===== config.mk =====
export PLATFORM = sky130hd
export DESIGN_NAME = regfile_wb_scheduler
export DESIGN_NICKNAME = d
export VERILOG_FILES = /design/src/rtl/regfile_wb_scheduler.sv
export SDC_FILE = /design/constraint.sdc
export NUM_CORES = 1
export LEC_CHECK = 0
export CORE_MARGIN = 5
export CORE_UTILIZATION = 47
export DETAILED_ROUTE_END_ITERATION = 8
export PLACE_DENSITY_LB_ADDON = 0.2
export SKIP_CTS_REPAIR_TIMING = 1
export SYNTH_ARGS = -nofsm -noshare
export SYNTH_HDL_FRONTEND = slang
export SYNTH_SLANG_ARGS = --single-unit
export TNS_END_PERCENT = 100

===== constraint.sdc =====
create_clock -name clk -period 6.3 [get_ports clk]
set_input_delay 1.575 -clock clk [delete_from_list [all_inputs] [get_ports clk]]
set_output_delay 1.575 -clock clk [all_outputs]
set_load 0.05 [all_outputs]

===== src/rtl/regfile_wb_scheduler.sv =====
// regfile_wb_scheduler: round-robin write-back arbiter and busy scoreboard for a 16 x TAM register file
// Define WB_BYPASS_EN to forward the accepted write to the source operands in the same cycle.
module regfile_wb_scheduler #(
    parameter int TAM  = 16,
    parameter int NREQ = 3
) (
    input  logic                clk,
    input  logic                rst,
    input  logic [NREQ-1:0]     req_valid,
    input  logic [4*NREQ-1:0]   req_addr,
    input  logic [TAM*NREQ-1:0] req_data,
    output logic [NREQ-1:0]     req_ready,
    output logic                wr_en,
    output logic [3:0]          wr_addr,
    output logic [TAM-1:0]      wr_data,
    input  logic                rsv_en,
    input  logic [3:0]          rsv_addr,
    input  logic                rs_a_en,
    input  logic                rs_b_en,
    input  logic [3:0]          rs_a,
    input  logic [3:0]          rs_b,
    output logic                stall,
    output logic [15:0]         busy,
    output logic                wb_err
`ifdef WB_BYPASS_EN
    ,
    output logic                byp_a_hit,
    output logic                byp_b_hit,
    output logic [TAM-1:0]      byp_a_data,
    output logic [TAM-1:0]      byp_b_data
`endif
);
    localparam logic [1:0] LAST = 2'(NREQ - 1);
    localparam logic [2:0] NR   = 3'(NREQ);

    logic [1:0]     rr_ptr, g, nxt_ptr;
    logic [2:0]     j;
    logic           found, accept, hit_a, hit_b;
    logic [3:0]     g_addr;
    logic [TAM-1:0] g_data;
    logic [15:0]    busy_nxt;

    // first valid requester at or after rr_ptr, wrapping modulo NREQ
    always_comb begin
        found = 1'b0;
        g = '0;
        j = '0;
        for (int k = 0; k < NREQ; k++) begin
            j = {1'b0, rr_ptr} + 3'(k);
            j = (j >= NR) ? j - NR : j;
            if (!found && req_valid[j[1:0]]) begin
                found = 1'b1;
                g = j[1:0];
            end
        end
    end

    assign accept    = found & rst;
    assign req_ready = accept ? NREQ'(1) << g : '0;
    assign nxt_ptr   = (g == LAST) ? 2'd0 : g + 2'd1;
    assign g_addr    = req_addr[4*g +: 4];
    assign g_data    = req_data[TAM*g +: TAM];

`ifdef WB_BYPASS_EN
    assign hit_a      = accept & rs_a_en & (g_addr == rs_a);
    assign hit_b      = accept & rs_b_en & (g_addr == rs_b);
    assign byp_a_hit  = hit_a;
    assign byp_b_hit  = hit_b;
    assign byp_a_data = hit_a ? g_data : '0;
    assign byp_b_data = hit_b ? g_data : '0;
`else
    assign hit_a = 1'b0;
    assign hit_b = 1'b0;
`endif

    assign stall = (rs_a_en & busy[rs_a] & ~hit_a) | (rs_b_en & busy[rs_b] & ~hit_b)
                 | (rsv_en & busy[rsv_addr]);

    // the reservation is applied after the clear so set wins on the same register
    always_comb begin
        busy_nxt = busy;
        if (accept) busy_nxt[g_addr] = 1'b0;
        if (rsv_en && !stall) busy_nxt[rsv_addr] = 1'b1;
    end

    always_ff @(posedge clk or negedge rst) begin
        if (!rst) begin
            rr_ptr  <= '0;
            busy    <= '0;
            wr_en   <= 1'b0;
            wr_addr <= '0;
            wr_data <= '0;
            wb_err  <= 1'b0;
        end else begin
            wr_en <= accept;
            busy  <= busy_nxt;
            if (accept) begin
                rr_ptr  <= nxt_ptr;
                wr_addr <= g_addr;
                wr_data <= g_data;
                if (!busy[g_addr]) wb_err <= 1'b1;
            end
        end
    end
endmodule


==> results by group, run 1 <==
Outcome
  – Status: finished clean

Clocking
  – Clock tree buffer depth: 2
  – Worst-Skew Late Latency: 0.29 ns
  – H-tree Lvls: 2
  – CTS Buf Count: 5
  – CTS clk-pin slew, worst paths: 0.07 ns
  – Clock root cell: clkbuf_8
  – CTS tree: built
  – CTS Sinks: 40

Route
  – Wirelength per Cell: 18.3 µm
  – Uppermost layer routed: met4
  – TritonRoute pass-1 iters: 5
  – Via count: 3236
  – Final wirelength: 9660 µm
  – Met2 wire length: 4500 µm
  – Met3 wire len: 1100 µm
  – DRC viols: 0
  – DR vias/cell: 6.12
  – Post-DRT Antenna Nets: 0
  – Met1 wire length: 3780 µm
  – Detailed Route Iter0 Violations: 220

STA
  – Max_slew headroom: 56.1%
  – Max-slew violation count: 0
  – Worst Tran Pin Value: 0.656 ns
  – Max Fclk: 0.170 GHz
  – Hold Fails Final Rpt: 0
  – RSZ-0062 raised after global routing: false
  – Setup tns final: 0 ns
  – Fin Hold WS: 0.476 ns
  – Final Cycle Share: 93.5%
  – Setup Skew: 0.00790 ns
  – Count of final setup violators: 0
  – Period minus WS final: 5.89 ns

Global route
  – Gr usage total: 23.0%
  – Global-route congestion overflow total: 0
  – Global-route wire length before repair: 15500 µm
  – Largest net degree at the start of global routing: 45
  – Initial antenna violation count: 0
  – Vias in the first global route: 3114

Die
  – Die width: 89.9 µm
  – IO Pins: 122
  – Initial Utilization: 47.8%
  – Core ar.: 0.00628 mm²
  – DIE HEIGHT: 89.9 µm
  – Row Count: 29
  – Total die area: 0.00808 mm²

Setup path
  – CP endpoint kind: output pin
  – Start of the worst register-to-register path: rr_ptr[1]$_DFFE_PN0P_
  – Slowest-stage cell, CP: clkdlybuf4s50_1
  – Crit path launch: rs_a[0]
  – Worst R2R Path Depth: 11
  – Critical Path Sink: stall
  – Critical Path RT: 4.72 ns
  – CP Cell Sequence: clkdlybuf4s50_1, mux4_2, mux4_2, a22o_1, inv_2, o21ai_0, clkdlybuf4s50_1
  – Crit path arrival time: 4.31 ns
  – CP Max Fanout: 4
  – Worst reg2reg setup slack: 2.76 ns
  – Startpoint types: primary input
  – Critical Path Max Stage Delay: 0.71 ns
  – Crit path kind: in -> out
  – FF-to-FF End: wb_err$_DFFE_PN0P_

Power
  – Sw Pwr: 1.43 mW
  – Leakage: 1.79 nW
  – Internal power: 1.17 mW
  – Maximum vdd drop: 0.000328 V
  – Sw Ratio: 55.0%
  – PwrDens: 595 mW/mm²
  – Power share of the clock group: 6.1%
  – Seq pwr share: 19.7%
  – Logic pwr share: 74.2%

Placed design
  – Gpl congestion: 0.922
  – IO Port Bufs: 121
  – Post-Place Cells: 522
  – Post-DP HPWL: 7470 µm

Cells and area
  – Layout Cells excl Fill: 529
  – # nets final: 536
  – Fill cells: 503
  – Area Overhead vs Synth: 45.4%
  – # diodes: 0
  – Layout cells sized above 1: 9.51%

Flow run
  – Maxcap violations: 0

Worst hold path
  – Hold/Removal Path Class: reg -> reg

Logic synthesis
  – Synth Area in Simple Gates: 20.2%
  – Cells after Synth: 338
  – Predominant post-synthesis flop cell: dfrtp_1
  – Synth Area in Adders: 1.67%
  – Post-synth EDFFs: 0
  – Cell Area, Synth: 0.00300 mm²
  – Yosys warnings: 0
  – Synth async-reset ratio: 100%
  – Xor/xnor share of the synthesized area: 0%
  – Synth Area in Compound Gates: 28.3%
  – Seq/Total Area, Yosys: 33.3%
  – Unique cell type count in the Yosys netlist: 59
  – Combinational family with the most area after synthesis: compound AO/OA/AOI/OAI gates
  – Syn avg cell area: 8.88 µm²
  – Post-Syn Nets: 422
  – Post-synthesis mux area share: 12.2%
  – #FFs+latches synth: 40
final cells by class:
type                            instances  area (µm²)  share of cell area [%]
Sequential cell                        40        1000                    22.9
Timing Repair Buffer                  126        1250                    28.7
Multi-Input combinational cell        268        1900                    43.5
Clock buffer                            6        72.6                    1.66
Clock inverter                          1        5.00                   0.115
Tap cell                               77        96.3                    2.21
Inverter                               11        41.3                   0.946
metal layers:
layer | up-vias | GRT usage, %
met5 | - | 0
met4 | 0 | 7.07
met3 | 28 | 7.76
met2 | 186 | 37.0
met1 | 1497 | 29.3
li1 | 1525 | -
cells in the mapped netlist, types with 2 or more instances:
| cell type | instances | area share (%) |
|---|---|---|
| o32a_1 | 2 | 0.67 |
| a211oi_1 | 3 | 0.75 |
| a2111oi_0 | 3 | 0.88 |
| a21boi_0 | 5 | 1.3 |
| nand2b_1 | 6 | 1.3 |
| nor3b_1 | 2 | 0.50 |
| nand2_1 | 55 | 6.9 |
| a311oi_1 | 16 | 4.7 |
| inv_2 | 3 | 0.38 |
| o221ai_1 | 4 | 1.2 |
| ha_1 | 4 | 1.7 |
| a21oi_1 | 4 | 0.67 |
| nor2_1 | 25 | 3.1 |
| or2_1 | 2 | 0.42 |
| nand3b_1 | 2 | 0.50 |
| nor4_1 | 2 | 0.42 |
| nand4_1 | 4 | 0.83 |
| a21o_1 | 17 | 4.3 |
| and2_1 | 2 | 0.42 |
| or3_1 | 3 | 0.63 |
| buf_1 | 2 | 0.25 |
| a22oi_1 | 3 | 0.75 |
| mux2i_1 | 4 | 1.3 |
| dfrtp_1 | 40 | 33 |
| nor2b_1 | 2 | 0.42 |
| o32ai_1 | 2 | 0.58 |
| inv_1 | 8 | 1.0 |
| buf_2 | 3 | 0.50 |
| o21ai_0 | 20 | 3.3 |
| a211o_1 | 2 | 0.58 |
| o21ai_1 | 18 | 3.0 |
| a22o_1 | 3 | 0.88 |
| clkbuf_1 | 12 | 1.5 |
| nand3_1 | 10 | 1.7 |
| and4_1 | 2 | 0.58 |
| o31ai_1 | 3 | 0.75 |
| mux4_2 | 14 | 11 |
| a31oi_1 | 5 | 1.0 |
worst min path at each step:
stage / start / endpoint / slack [ns] / depth (start not counted)
4_1_cts: wr_data[9]$_DFFE_PN0P_ / wr_data[9]$_DFFE_PN0P_ / 0.48 / 1
2_1_floorplan: rr_ptr[0]$_DFFE_PN0P_ / rr_ptr[0]$_DFFE_PN0P_ / 0.50 / 2
3_3_place_gp: wr_data[10]$_DFFE_PN0P_ / wr_data[10]$_DFFE_PN0P_ / 0.46 / 1
3_5_place_dp: wr_data[10]$_DFFE_PN0P_ / wr_data[10]$_DFFE_PN0P_ / 0.46 / 1
6_report: wr_data[7]$_DFFE_PN0P_ / wr_data[7]$_DFFE_PN0P_ / 0.48 / 1
5_1_grt: wr_data[8]$_DFFE_PN0P_ / wr_data[8]$_DFFE_PN0P_ / 0.50 / 1
kinds of logic (layout without fill, tap and decap cells):
logic type,count (synthesis),count (layout)
AO/OA/AOI/OAI,119,119
AND/OR/NAND/NOR,126,126
adder cells (fa/ha/maj),4,4
buffers and inverters,30,144
flip-flops,40,40
multiplexers,19,19
per-stage QoR:
stage | utilization (%) | total power, mW | setup slack, ns | area [µm²]
after global placement | 68.3 | 2.39 | 0.464 | 4290
after CTS | 69.5 | 2.59 | 0.400 | 4370
after global routing | 69.5 | 2.77 | 0.324 | 4370
after floorplan | - | 1.84 | 1.01 | 3000
final | 69.5 | 2.60 | 0.412 | 4370
after detailed placement | 68.3 | 2.43 | 0.411 | 4290
power by group through the flow:
stage | combinational [mW] | sequential, mW | clock, mW
2_1_floorplan | 0.978 | 0.858 | 0
3_3_place_gp | 1.88 | 0.507 | 0
3_5_place_dp | 1.91 | 0.512 | 0
4_1_cts | 1.92 | 0.508 | 0.163
5_1_grt | 2.07 | 0.525 | 0.172
6_report | 1.93 | 0.512 | 0.159
flip-flops by register name (all words and copies together), names as in the netlist:
name / cells
rr_ptr: 2
wr_data: 16
wr_addr: 4
busy: 16
wr_en: 1
wb_err: 1
worst max-delay path, delay by kind of cell:
family	cells	cell delay, ns
buffers and inverters	3	1.40
multiplexers	2	1.01
AO/OA/AOI/OAI	2	0.34
cell usage in the layout, fill, tap and decap left out, types with 8 or more instances in the layout:
| cell type | n |
|---|---|
| clkdlybuf4s50_1 | 118 |
| nand2_1 | 55 |
| dfrtp_1 | 40 |
| nor2_1 | 25 |
| o21ai_0 | 20 |
| o21ai_1 | 18 |
| a21o_1 | 17 |
| a311oi_1 | 16 |
| mux4_2 | 14 |
| nand3_1 | 10 |
| inv_1 | 8 |
No activity file was read; power rests on OpenSTA's default activity.
==> run 2: changes to the inputs <==
- CORE_ASPECT_RATIO: unset -> 0.6
- MAX_ROUTING_LAYER: unset -> met4
==> run 2 against run 1 <==
  * Register-to-register slack got worse by 0.05 ns
  * Via count up 3.9%
  * Combinational power increased by 2%
  * Critical endpoint unchanged
  * Largest cell class unchanged
==> results by group, run 2 (synthesis gave the netlist of run 1 again) <==
Outcome
  – Status: finished clean

STA
  – RSZ-0062 raised after global routing: false
  – Setup Skew: 0.00698 ns
  – Worst Tran Pin Value: 0.662 ns
  – Setup tns final: 0 ns
  – Final Cycle Share: 94.1%
  – Setup ws final: 0.372 ns
  – Max-slew violation count: 0
  – Max Fclk: 0.169 GHz
  – Hold Fails Final Rpt: 0
  – Period minus WS final: 5.93 ns
  – Count of final setup violators: 0
  – Max_slew headroom: 55.6%

Die
  – Die width: 113 µm
  – DIE HEIGHT: 71.9 µm
  – Total die area: 0.00814 mm²
  – Core ar.: 0.00617 mm²
  – Initial Utilization: 48.7%
  – Row Count: 22
  – IO Pins: 122

Global route
  – Vias in the first global route: 3171
  – Global-route wire length before repair: 16800 µm
  – Initial antenna violation count: 0
  – Global-route congestion overflow total: 0
  – Largest net degree at the start of global routing: 45
  – Gr usage total: 27.1%

Route
  – Via count: 3362
  – DRC viols: 0
  – Wirelength per Cell: 19.8 µm
  – Post-DRT Antenna Nets: 0
  – TritonRoute pass-1 iters: 5
  – DR vias/cell: 6.26
  – Final wirelength: 10600 µm
  – Detailed Route Iter0 Violations: 417

Clocking
  – Clock tree buffer depth: 2
  – CTS Sinks: 40
  – CTS tree: built
  – CTS Buf Count: 5
  – Worst-Skew Late Latency: 0.30 ns
  – CTS clk-pin slew, worst paths: 0.08 ns
  – H-tree Lvls: 2
  – Clock root cell: clkbuf_8

Setup path
  – Crit path kind: in -> out
  – CP Max Fanout: 4
  – CP endpoint kind: output pin
  – Crit path arrival time: 4.35 ns
  – Critical Path RT: 4.72 ns
  – Startpoint types: primary input

Cells and area
  – Biggest regs: busy (16), wr_data (16), wr_addr (4)
  – Most frequent cells in the layout: 118 x clkdlybuf4s50_1, 55 x nand2_1, 40 x dfrtp_1
  – Area Overhead vs Synth: 46.6%
  – # diodes: 0
  – Most common cell after layout, fill and taps aside: clkdlybuf4s50_1
  – # nets final: 536
  – Layout cells sized above 1: 9.93%
  – Fill cells: 482
  – Layout Cells excl Fill: 537

Placed design
  – Placement Setup Slack: 0.385 ns
  – Gpl congestion: 0.950
  – Post-DP HPWL: 8180 µm
  – Post-Place Cells: 529
  – IO Port Bufs: 121

Power
  – Maximum vdd drop: 0.000292 V
  – PwrDens: 617 mW/mm²
  – Leakage: 1.81 nW

Worst hold path
  – Hold/Removal Path Class: reg -> reg

Flow run
  – Maxcap violations: 0
[run 2: cell count changes in the layout (fill, tap and decap cells not counted), sizes merged]
cell	delta
clkbuf	-1
bufinv	+1
clkinv	+1
[run 2: critical path, cell delays in order]
cell,delay (ns)
clkdlybuf4s50_1,0.62
mux4_2,0.53
mux4_2,0.47
a22o_1,0.30
inv_2,0.08
o21ai_0,0.08
clkdlybuf4s50_1,0.71
[run 2: power by group]
group	total, mW	internal (mW)	switching [mW]	leakage [nW]
sequential	0.530	0.378	0.152	0.492
combinational	1.97	0.707	1.26	1.26
clock	0.215	0.119	0.0957	0.0583
total	2.71	1.20	1.51	1.81
[run 2: cell type report]
| class | instances | area, µm² | share of cell area (%) |
|---|---|---|---|
| multi-input combinational | 268 | 1900 | 43.1 |
| timing repair buffer | 126 | 1240 | 28.1 |
| sequential | 40 | 1000 | 22.7 |
| tap | 84 | 105 | 2.39 |
| clock buffer | 5 | 68.8 | 1.56 |
| clock inverter | 3 | 47.5 | 1.08 |
| inverter | 11 | 41.3 | 0.938 |
[run 2: through the flow]
stage               instance area [µm²]  utilization [%]  power, mW  hold slack, ns
floorplan                          3000                -       1.84           0.505
global placement                   4280             69.5       2.42           0.460
detailed placement                 4280             69.5       2.46           0.465
CTS                                4400             71.4       2.69           0.483
global route                       4400             71.4       2.87           0.502
finish                             4400             71.4       2.71           0.480
[run 2: metal layers]
layer	share of wire (%)	GRT usage (%)	vias up	routed length, µm
met5	0	-	-	0
met4	1.4	5.33	0	151
met3	12	6.58	25	1320
met2	42	37.6	230	4500
met1	44	40.3	1588	4640
li1	-	-	1519	-
[run 2: path summary, 6_finish.rpt]
path	start	end	slack, ns	cells after the start
worst max-delay path	rs_a[0]	stall	0.37	7
worst min-delay path	wr_data[14]$_DFFE_PN0P_	wr_data[14]$_DFFE_PN0P_	0.48	1
worst max register to register	rr_ptr[1]$_DFFE_PN0P_	wb_err$_DFFE_PN0P_	2.71	11
worst min register to register	wr_data[14]$_DFFE_PN0P_	wr_data[14]$_DFFE_PN0P_	0.48	1
max in group asynchronous	rst	wb_err$_DFFE_PN0P_	4.51	2
min in group asynchronous	rst	wr_data[13]$_DFFE_PN0P_	1.44	2
==> run 3: changes to the inputs <==
- CORE_UTILIZATION: 47 -> 45
==> run 3 against run 2 <==
  * Final cell count is 0.37% higher
  * Combinational power hardly changed
  * Largest cell class unchanged
  * Critical endpoint unchanged
  * Sequential power is 1% lower
  * Die area is 3.9% higher
  * Via count is 1.2% lower
  * Clock power is 2% lower
  * Highest routed layer unchanged
==> results by group, run 3 (synthesis gave the netlist of run 1 again) <==
Placed design
  – IO Port Bufs: 121
  – Placement Setup Slack: 0.346 ns
  – Post-DP HPWL: 8230 µm
  – Gpl congestion: 0.936

Route
  – TritonRoute pass-1 iters: 6
  – Via count: 3320
  – Final wirelength: 10700 µm
  – Wirelength per Cell: 19.8 µm
  – DRC viols: 0
  – Detailed Route Iter0 Violations: 406
  – DR vias/cell: 6.16
  – Post-DRT Antenna Nets: 0

Global route
  – Vias in the first global route: 3224
  – Largest net degree at the start of global routing: 45
  – Gr usage total: 26.4%
  – Global-route congestion overflow total: 0
  – Initial antenna violation count: 0
  – Global-route wire length before repair: 16800 µm

STA
  – RSZ-0062 raised after global routing: false
  – Max-slew violation count: 0
  – Count of final setup violators: 0
  – Setup tns final: 0 ns
  – Final Cycle Share: 95.0%
  – Hold Fails Final Rpt: 0
  – Max Fclk: 0.167 GHz
  – Worst Tran Pin Value: 0.700 ns
  – Setup ws final: 0.314 ns
  – Max_slew headroom: 53.2%
  – Setup Skew: 0.00940 ns
  – Period minus WS final: 5.99 ns
  – Fin Hold WS: 0.479 ns

Clocking
  – CTS clk-pin slew, worst paths: 0.08 ns
  – H-tree Lvls: 2
  – Worst-Skew Late Latency: 0.29 ns
  – Clock root cell: clkbuf_8
  – CTS Buf Count: 5
  – Clock tree buffer depth: 2
  – CTS tree: built
  – CTS Sinks: 40

Flow run
  – Maxcap violations: 0

Power
  – Internal power: 1.20 mW
  – Power share of the clock group: 7.8%
  – Total power: 2.70 mW
  – Logic pwr share: 72.8%
  – Sw Pwr: 1.49 mW
  – Sw Ratio: 55.5%
  – PwrDens: 613 mW/mm²
  – Maximum vdd drop: 0.000292 V
  – Seq pwr share: 19.4%
  – Leakage: 1.80 nW

Cells and area
  – Most frequent cells in the layout: 118 x clkdlybuf4s50_1, 55 x nand2_1, 40 x dfrtp_1
  – # nets final: 535
  – Area Overhead vs Synth: 46.5%
  – Layout cells sized above 1: 9.73%
  – Final design utilization: 66.7%
  – Biggest regs: busy (16), wr_data (16), wr_addr (4)
  – Most common cell after layout, fill and taps aside: clkdlybuf4s50_1
  – # diodes: 0

Worst hold path
  – Min-Delay Path Depth: 1
  – Hold/Removal Path Class: reg -> reg

Die
  – Die width: 115 µm
  – DIE HEIGHT: 73.3 µm
  – IO Pins: 122
  – Total die area: 0.00846 mm²
  – Initial Utilization: 45.5%
  – Row Count: 23
  – Core ar.: 0.00659 mm²

Setup path
  – CP Cell Sequence: clkdlybuf4s50_1, mux4_2, mux4_2, a22o_1, inv_2, o21ai_0, clkdlybuf4s50_1
  – Critical Path Max Stage Delay: 0.73 ns
  – Slowest-stage cell, CP: clkdlybuf4s50_1
  – CP Max Fanout: 4
  – Worst R2R Path Depth: 11
  – Crit path arrival time: 4.41 ns
  – CP endpoint kind: output pin
  – Startpoint types: primary input
  – Critical Path RT: 4.72 ns
  – Crit path kind: in -> out

Outcome
  – Status: finished clean
-- run 3: power by group through the flow --
stage	registers (mW)	logic [mW]	clock network [mW]
2_1_floorplan	0.858	0.978	0
3_3_place_gp	0.515	1.90	0
3_5_place_dp	0.521	1.94	0
4_1_cts	0.515	1.94	0.217
5_1_grt	0.533	2.10	0.229
6_report	0.523	1.96	0.211
-- run 3: critical path, delay by kind of cell --
| kind | cells | cell delay [ns] |
|---|---|---|
| compound gates | 2 | 0.40 |
| buf+inv | 3 | 1.42 |
| mux | 2 | 1.01 |
-- run 3: area by class of cell --
class	instances	area, µm²
well taps	87	109
inverters	11	41.3
repair buffers	125	1230
flip-flops and latches	40	1000
fillers	555	2190
clock buffers	5	68.8
clock inverters	3	47.5
multi-input cells	268	1900
-- run 3: worst paths after layout --
kind                                              start  slack, ns                       to
min in group asynchronous                           rst       1.44       busy[14]$_DFF_PN0_
worst min register to register  wr_data[12]$_DFFE_PN0P_       0.48  wr_data[12]$_DFFE_PN0P_
worst max register to register    rr_ptr[1]$_DFFE_PN0P_       2.69       busy[11]$_DFF_PN0_
worst min-delay path            wr_data[12]$_DFFE_PN0P_       0.48  wr_data[12]$_DFFE_PN0P_
worst max-delay path                            rs_a[0]       0.31                    stall
max in group asynchronous                           rst       4.51        busy[7]$_DFF_PN0_
-- run 3: routing by layer --
layer / vias up / global-route usage [%] / routed length [µm]
met5: - / - / 0
met3: 10 / 7.41 / 1170
met4: 0 / 5.86 / 89
met1: 1608 / 38.9 / 4820
met2: 191 / 36.2 / 4580
li1: 1511 / - / -
-- run 3: through the flow --
stage                     cell area (µm²)  instances
after floorplan                      3000        338
after global placement               4280        531
after detailed placement             4280        531
after CTS                            4400        539
after global routing                 4400        539
final                                4400        539
